`src/rtl/timer_pkg.sv`:
```
// Shared constants for the timer/counter block:
// widths, prescaler select encodings and count direction.
package timer_pkg;

  localparam int CNT_W = 8;
  localparam int CKS_W = 2;
  localparam int DIV_W = 4;

  localparam logic [CKS_W-1:0] CKS_DIV2  = 2'd0;
  localparam logic [CKS_W-1:0] CKS_DIV4  = 2'd1;
  localparam logic [CKS_W-1:0] CKS_DIV8  = 2'd2;
  localparam logic [CKS_W-1:0] CKS_DIV16 = 2'd3;

  localparam logic DIR_UP   = 1'b0;
  localparam logic DIR_DOWN = 1'b1;

  // Low (cks+1) bits of the prescaler that must all be set for a tick
  function automatic logic [DIV_W-1:0] cks_mask(
    input logic [CKS_W-1:0] cks
  );
    logic [DIV_W-1:0] m;
    m = 4'hF;
    unique case (cks)
      CKS_DIV2:  m = 4'h1;
      CKS_DIV4:  m = 4'h3;
      CKS_DIV8:  m = 4'h7;
      CKS_DIV16: m = 4'hF;
    endcase
    return m;
  endfunction

endpackage

```
`src/rtl/timer_prescaler.sv`:
```
// Free-running 4-bit prescaler with select-dependent tick decode.
// Holds while disabled; cleared by reset or counter load.
module timer_prescaler
  import timer_pkg::*;
#(
  parameter int CKS_W = timer_pkg::CKS_W
) (
  input  logic             pclk,
  input  logic             preset_n,
  input  logic             enable,
  input  logic             clr,
  input  logic [CKS_W-1:0] cks,
  output logic             tick
);

  logic [DIV_W-1:0] div_cnt;
  logic [DIV_W-1:0] mask;

  assign mask = cks_mask(cks);
  assign tick = enable & ((div_cnt & mask) == mask);

  always_ff @(posedge pclk or posedge preset_n) begin
    if (preset_n) begin
      div_cnt <= '0;
    end else if (clr) begin
      div_cnt <= '0;
    end else if (enable) begin
      div_cnt <= div_cnt + 4'd1;
    end
  end

endmodule

```
`src/rtl/timer_counter.sv`:
```
// Up/down timer counter stepped by the prescaler tick.
// Wraps silently; overflow detection lives downstream.
module timer_counter
  import timer_pkg::*;
#(
  parameter int CNT_W = timer_pkg::CNT_W,
  parameter int CKS_W = timer_pkg::CKS_W
) (
  input  logic             pclk,
  input  logic             preset_n,
  input  logic             enable,
  input  logic             up_down,
  input  logic             load,
  input  logic [CNT_W-1:0] tdr,
  input  logic [CKS_W-1:0] cks,
  output logic [CNT_W-1:0] counter,
  output logic [CNT_W-1:0] last_counter,
  output logic             count_tick
);

  logic tick;

  timer_prescaler #(
    .CKS_W(CKS_W)
  ) u_prescaler (
    .pclk    (pclk),
    .preset_n(preset_n),
    .enable  (enable),
    .clr     (load),
    .cks     (cks),
    .tick    (tick)
  );

  // Load wins over a coincident tick; both step and pulse are dropped
  always_ff @(posedge pclk or posedge preset_n) begin
    if (preset_n) begin
      counter      <= '0;
      last_counter <= '0;
      count_tick   <= 1'b0;
    end else begin
      last_counter <= counter;
      count_tick   <= tick & ~load;
      if (load) begin
        counter <= tdr;
      end else if (tick) begin
        if (up_down == DIR_DOWN)
          counter <= counter - CNT_W'(1);
        else
          counter <= counter + CNT_W'(1);
      end
    end
  end

endmodule

```
`config.mk`:
```
export PLATFORM = sky130hd
export DESIGN_NAME = timer_counter
export DESIGN_NICKNAME = d
export VERILOG_FILES = /design/src/rtl/timer_pkg.sv /design/src/rtl/timer_prescaler.sv /design/src/rtl/timer_counter.sv
export SDC_FILE = /design/constraint.sdc
export NUM_CORES = 1
export LEC_CHECK = 0
export ABC_AREA = 1
export CAP_MARGIN = 20
export CORE_UTILIZATION = 47
export CTS_CLUSTER_DIAMETER = 100
export DETAILED_ROUTE_END_ITERATION = 16
export GPL_TIMING_DRIVEN = 0
export PLACE_DENSITY_LB_ADDON = 0.25
export RECOVER_POWER = 50
export REMOVE_ABC_BUFFERS = 1
export SLEW_MARGIN = 10
export SYNTH_ARGS = -nofsm -noshare
export SYNTH_HDL_FRONTEND = slang
export SYNTH_SLANG_ARGS = --single-unit
```
`constraint.sdc`:
```
create_clock -name pclk -period 1.6 [get_ports pclk]
set_input_delay 0.4 -clock pclk [delete_from_list [all_inputs] [get_ports pclk]]
set_output_delay 0.4 -clock pclk [all_outputs]
set_load 0.005 [all_outputs]
```
**After elaboration in Yosys (flattened, before gate mapping)**

Cells that the tools add are included.

- Bits in registers: 21
- Bits in latches: 0
- RAM bits: 0
- ROM bits: 0
- Bits of input ports: 15
- Output and inout port bits: 17
- Word-level logic and storage cells: 24
- Memories: 0

- $add $sub $neg: 3
- $mul: 0
- Div/mod/pow operators: 0
- Magnitude comparators: 0
- Equality and inequality tests: 4
- Shifts and indexed selects: 0
- Mux-type cells: 6
- Bitwise gates (word level): 4
- Reductions and logical operators: 3

Operator list:

| kind | count |
|---|---|
| $mux W8 | 3 |
| $pmux W4 S4 | 1 |
| $add A8 B1 Y8 const B | 1 |
| $mux W4 | 2 |
| $sub A8 B1 Y8 const B | 1 |
| $add A4 B1 Y4 const B | 1 |
| $and A4 B4 Y4 | 1 |
| $eq A2 B2 Y1 const B | 2 |
| $eq A4 B4 Y1 | 1 |
| $reduce_bool A2 Y1 | 2 |
| $and A1 B1 Y1 | 2 |
| $eq A2 B1 Y1 const B | 1 |
| $logic_not A2 Y1 | 1 |
| $not A1 Y1 | 1 |

**Logic depth before layout (Yosys ltp)**

- Word-level depth: 7
- Depth in mapped cells: 9
- Mapped depth without buffers: 9

**Hierarchy**

From an unflattened synthesis, not the netlist that was laid out.

- Cell total of the unflattened synthesis: 135
- Area, all modules: 1176.1 µm²

Modules (own cells, without submodules):

| module | instances | cells each | area each (µm²) | seq. area each (µm²) |
|---|---|---|---|---|
| timer_counter | 1 | 104 | 947.2 | 425.4 |
| timer_prescaler | 1 | 31 | 229.0 | 100.1 |

**Worst setup path after synthesis**

OpenSTA, ideal clock, no wires.

- Path type: input to register
- Start: input port up_down
- End: register counter[7]
- Library setup time: 0.117 ns
- Data arrival time: 1.305 ns
- Data required time: 1.483 ns
- Setup slack: 0.178 ns
- Cell stages on the path: 6
- Path buffers: 0
- Cell sequence: ha_1 or2_2 nand3_1 nand3_1 nand3_1 nand2_1

- Word-level cells in the longest chain between the ends: 3

RTL lines:

| element | line | text |
|---|---|---|
| start, declared | timer_counter.sv:12 | `input logic up_down,` |
| $mux W8 | timer_counter.sv:46 | `if (up_down == DIR_DOWN)` |
| $mux W8 | timer_counter.sv:45 | `end else if (tick) begin` |
| $mux W8 | timer_counter.sv:43 | `if (load) begin` |
| end signal, assigned | timer_counter.sv:44 | `counter <= tdr;` |
| end signal, assigned | timer_counter.sv:47 | `counter <= counter - CNT_W'(1);` |
| end signal, assigned | timer_counter.sv:49 | `counter <= counter + CNT_W'(1);` |
| end, declared | timer_counter.sv:16 | `output logic [CNT_W-1:0] counter,` |

No other way between the ends. The select of a mux whose other input is x is not followed.
A chain may end at the register's enable or synchronous reset.

**Worst setup path in the final report**

- Start: register last_counter[4]
- End: output port last_counter[4]

RTL lines:

| element | line | text |
|---|---|---|
| start, declared | timer_counter.sv:17 | `output logic [CNT_W-1:0] last_counter,` |
| start signal, assigned | timer_counter.sv:41 | `last_counter <= counter;` |

No word-level cell between the ends.

==> flow_summary.toml <==
[flow_run]
drv_cap = 0

[timing]
final.min_clock_period_ns = 1.549
holdWs_ns = 0.4566
setup_viol = 0
drv_slew = 0
clock.fmax_mhz = 645.6
fin_skew_ns = 0.01064
finalCritPeriodShare_pct = 96.81
max_slew.worst_pin.slew_ns = 0.7908
hold_viol_final = 0
relSlewSlack_pct = 47.22
worst_slack_ns = 0.05104

[logic_synthesis]
syn_area_sq_um = 1197
yosys_register_bits = 21
ys_top_cells_by_area = "dfrtp_1 (44%), nand2_1 (16%), inv_1 (8.2%)"
yosys.area.top_type = "dfrtp_1"
yosysUniqueCellTypes = 21
synth_edf_count = 0
synthArstFlopShare_pct = 100.0
synthFlopType = "dfrtp_1"
synth_warnings = 0
netlist_instances = 155
synth_top_area_share_pct = 43.89
synth_seq_area_share_pct = 43.89
syn_avg_cell_area_sq_um = 7.725

[route]
ant_nets = 0
drt-total-wl_um = 3039
firstDrtPassIters = 6
num_vias = 1167
wl_per_cell_um = 13.33
vias_per_cell = 5.118
drtIter0Drc = 24
drc = 0

[cts]
clk_latency_ns = 0.31
holdBufCountCts = 0
cts_buffer_depth = 2
cts_root_buffer = "clkbuf_4"
cts_made_buffers = 3
clk_pin_slew_ns = 0.13
cts_tree = "built"
clkSinkCount = 21
htree_levels = 1

[final_layout]
num-fill-cells = 163
area_growth_pct = 43.26
nets = 224
n_antenna_cell = 0
design_area_sq_um = 1715
drive_above_1_share_pct = 17.00
final_common_cell = "nand2_1"
final_cell_mix = "nand2_1 (48), inv_1 (26), dfrtp_1 (21)"
finalNonFillerCells = 228

[global_route]
grt-ovfl-total = 0
track_usage_pct = 23.46
grt_start_max_net_pins = 22
antenna_found_initial = 0
grt_pass1_wl_um = 4616
grt_pass1_vias = 1097

[setup_path]
required_ns = 1.20
path_buf_inv = 1
crit_family = "buffers and inverters"
path_class = "register to output port"
worstSetupStartpointType = "register"
path_max_fanout = 1
cp-end-kind = "output port"
crit_slowest_cell = "clkdlybuf4s50_1"
path_cells = "clkdlybuf4s50_1"
critPathMaxStageDelay_ns = 0.49
cp_data_arrival_time_ns = 1.15

[die]
io_pins = 32
die_h_um = 52.48
core_area_sq_um = 2297
initial_core_util_pct = 52.12
std_cell_rows = 17
fp.dieW_um = 52.48
die-area_sq_um = 2754

[place]
pre_cts_ws_ns = -0.6291
io_buffer_count = 31
dpl.hpwl_um = 1853
dpl.cell_count = 213
placed_area_sq_um = 1539
place_congestion = 0.8204

[outcome]
status = "finished clean"

[pwr]
ir_worst_vdd_uv = 538.3
power_density_nw_per_um2 = 791.7
p_leak_uw = 0.0009613
p_total_uw = 1358

[worst_hold_path]
hp-class = "input pin to register"
## timing repair
action,CTS,global route
gates resized for setup,8,21
pin swaps,0,4
cloned,0,0
endpoints found under the setup margin,15,13
buffers inserted,8,3
## layer usage
metal	global-route usage, %	up-vias	part of all wire, %
met3	2.899	9	4.9
met2	42.83	38	53
met1	26.53	548	40
met5	0	-	0
li1	-	572	-
met4	11.40	0	2.0
## layout make-up
class	count	area, sq um	area share (%)
multi-input combinational	106	636.9	37.13
sequential	21	525.5	30.63
tap	28	35.03	2.042
clock inverter	1	5.005	0.2918
inverter	27	101.3	5.908
clock buffer	3	22.52	1.313
timing repair buffer	42	389.1	22.68
## cell usage after synthesis, types with 2 or more instances
cell	n
a21oi_1	5
o21ai_0	3
nand2_1	50
nand3_1	14
dfrtp_1	21
nor2_1	13
xnor2_1	2
ha_1	7
nand3b_1	2
inv_1	26
nand2_2	2
## cell families (layout without fill, tap and decap cells)
logic type                 count (synthesis)  in the layout  share of synthesized area [%]
and+or+nand+nor                           87             87                          32.18
buffers and inverters                     28             73                          8.777
DFF                                       21             21                          43.89
AOI/OAI and AO/OA                          9              9                          4.702
adders and majority gates                  8              8                          8.986
xor gates and xnor gates                   2              2                          1.463
## worst paths after layout
path | start | to | slack [ns] | cells past startpoint
max in group asynchronous | preset_n | u_prescaler.div_cnt[3] | 0.44 | 2
min reg2reg | u_prescaler.div_cnt[3] | u_prescaler.div_cnt[3] | 0.48 | 1
min in group asynchronous | preset_n | counter[0] | 0.66 | 2
max | last_counter[4] | last_counter[4] | 0.05 | 1
min | enable | u_prescaler.div_cnt[0] | 0.46 | 3
max reg2reg | counter[5] | counter[7] | 0.11 | 9
## power breakdown
part	switching (uW)	internal, uW	total [uW]
clock	171	93.5	265
sequential	23.0	579	602
combinational	244	246	491
total	439	919	1360
## flip-flops by register name (all words and copies together) (netlist names)
signal               count
last_counter             8
u_prescaler.div_cnt      4
counter                  8
count_tick               1
## metrics by stage
stage / TNS (ns) / utilization [%]
finish: 0 / 74.67
global route: -0.04785 / 74.67
CTS: 0 / 70.59
detailed placement: -4.618 / 66.99
global placement: -4.344 / 66.99
floorplan: 0 / -
(Power assumes the default switching activity.)
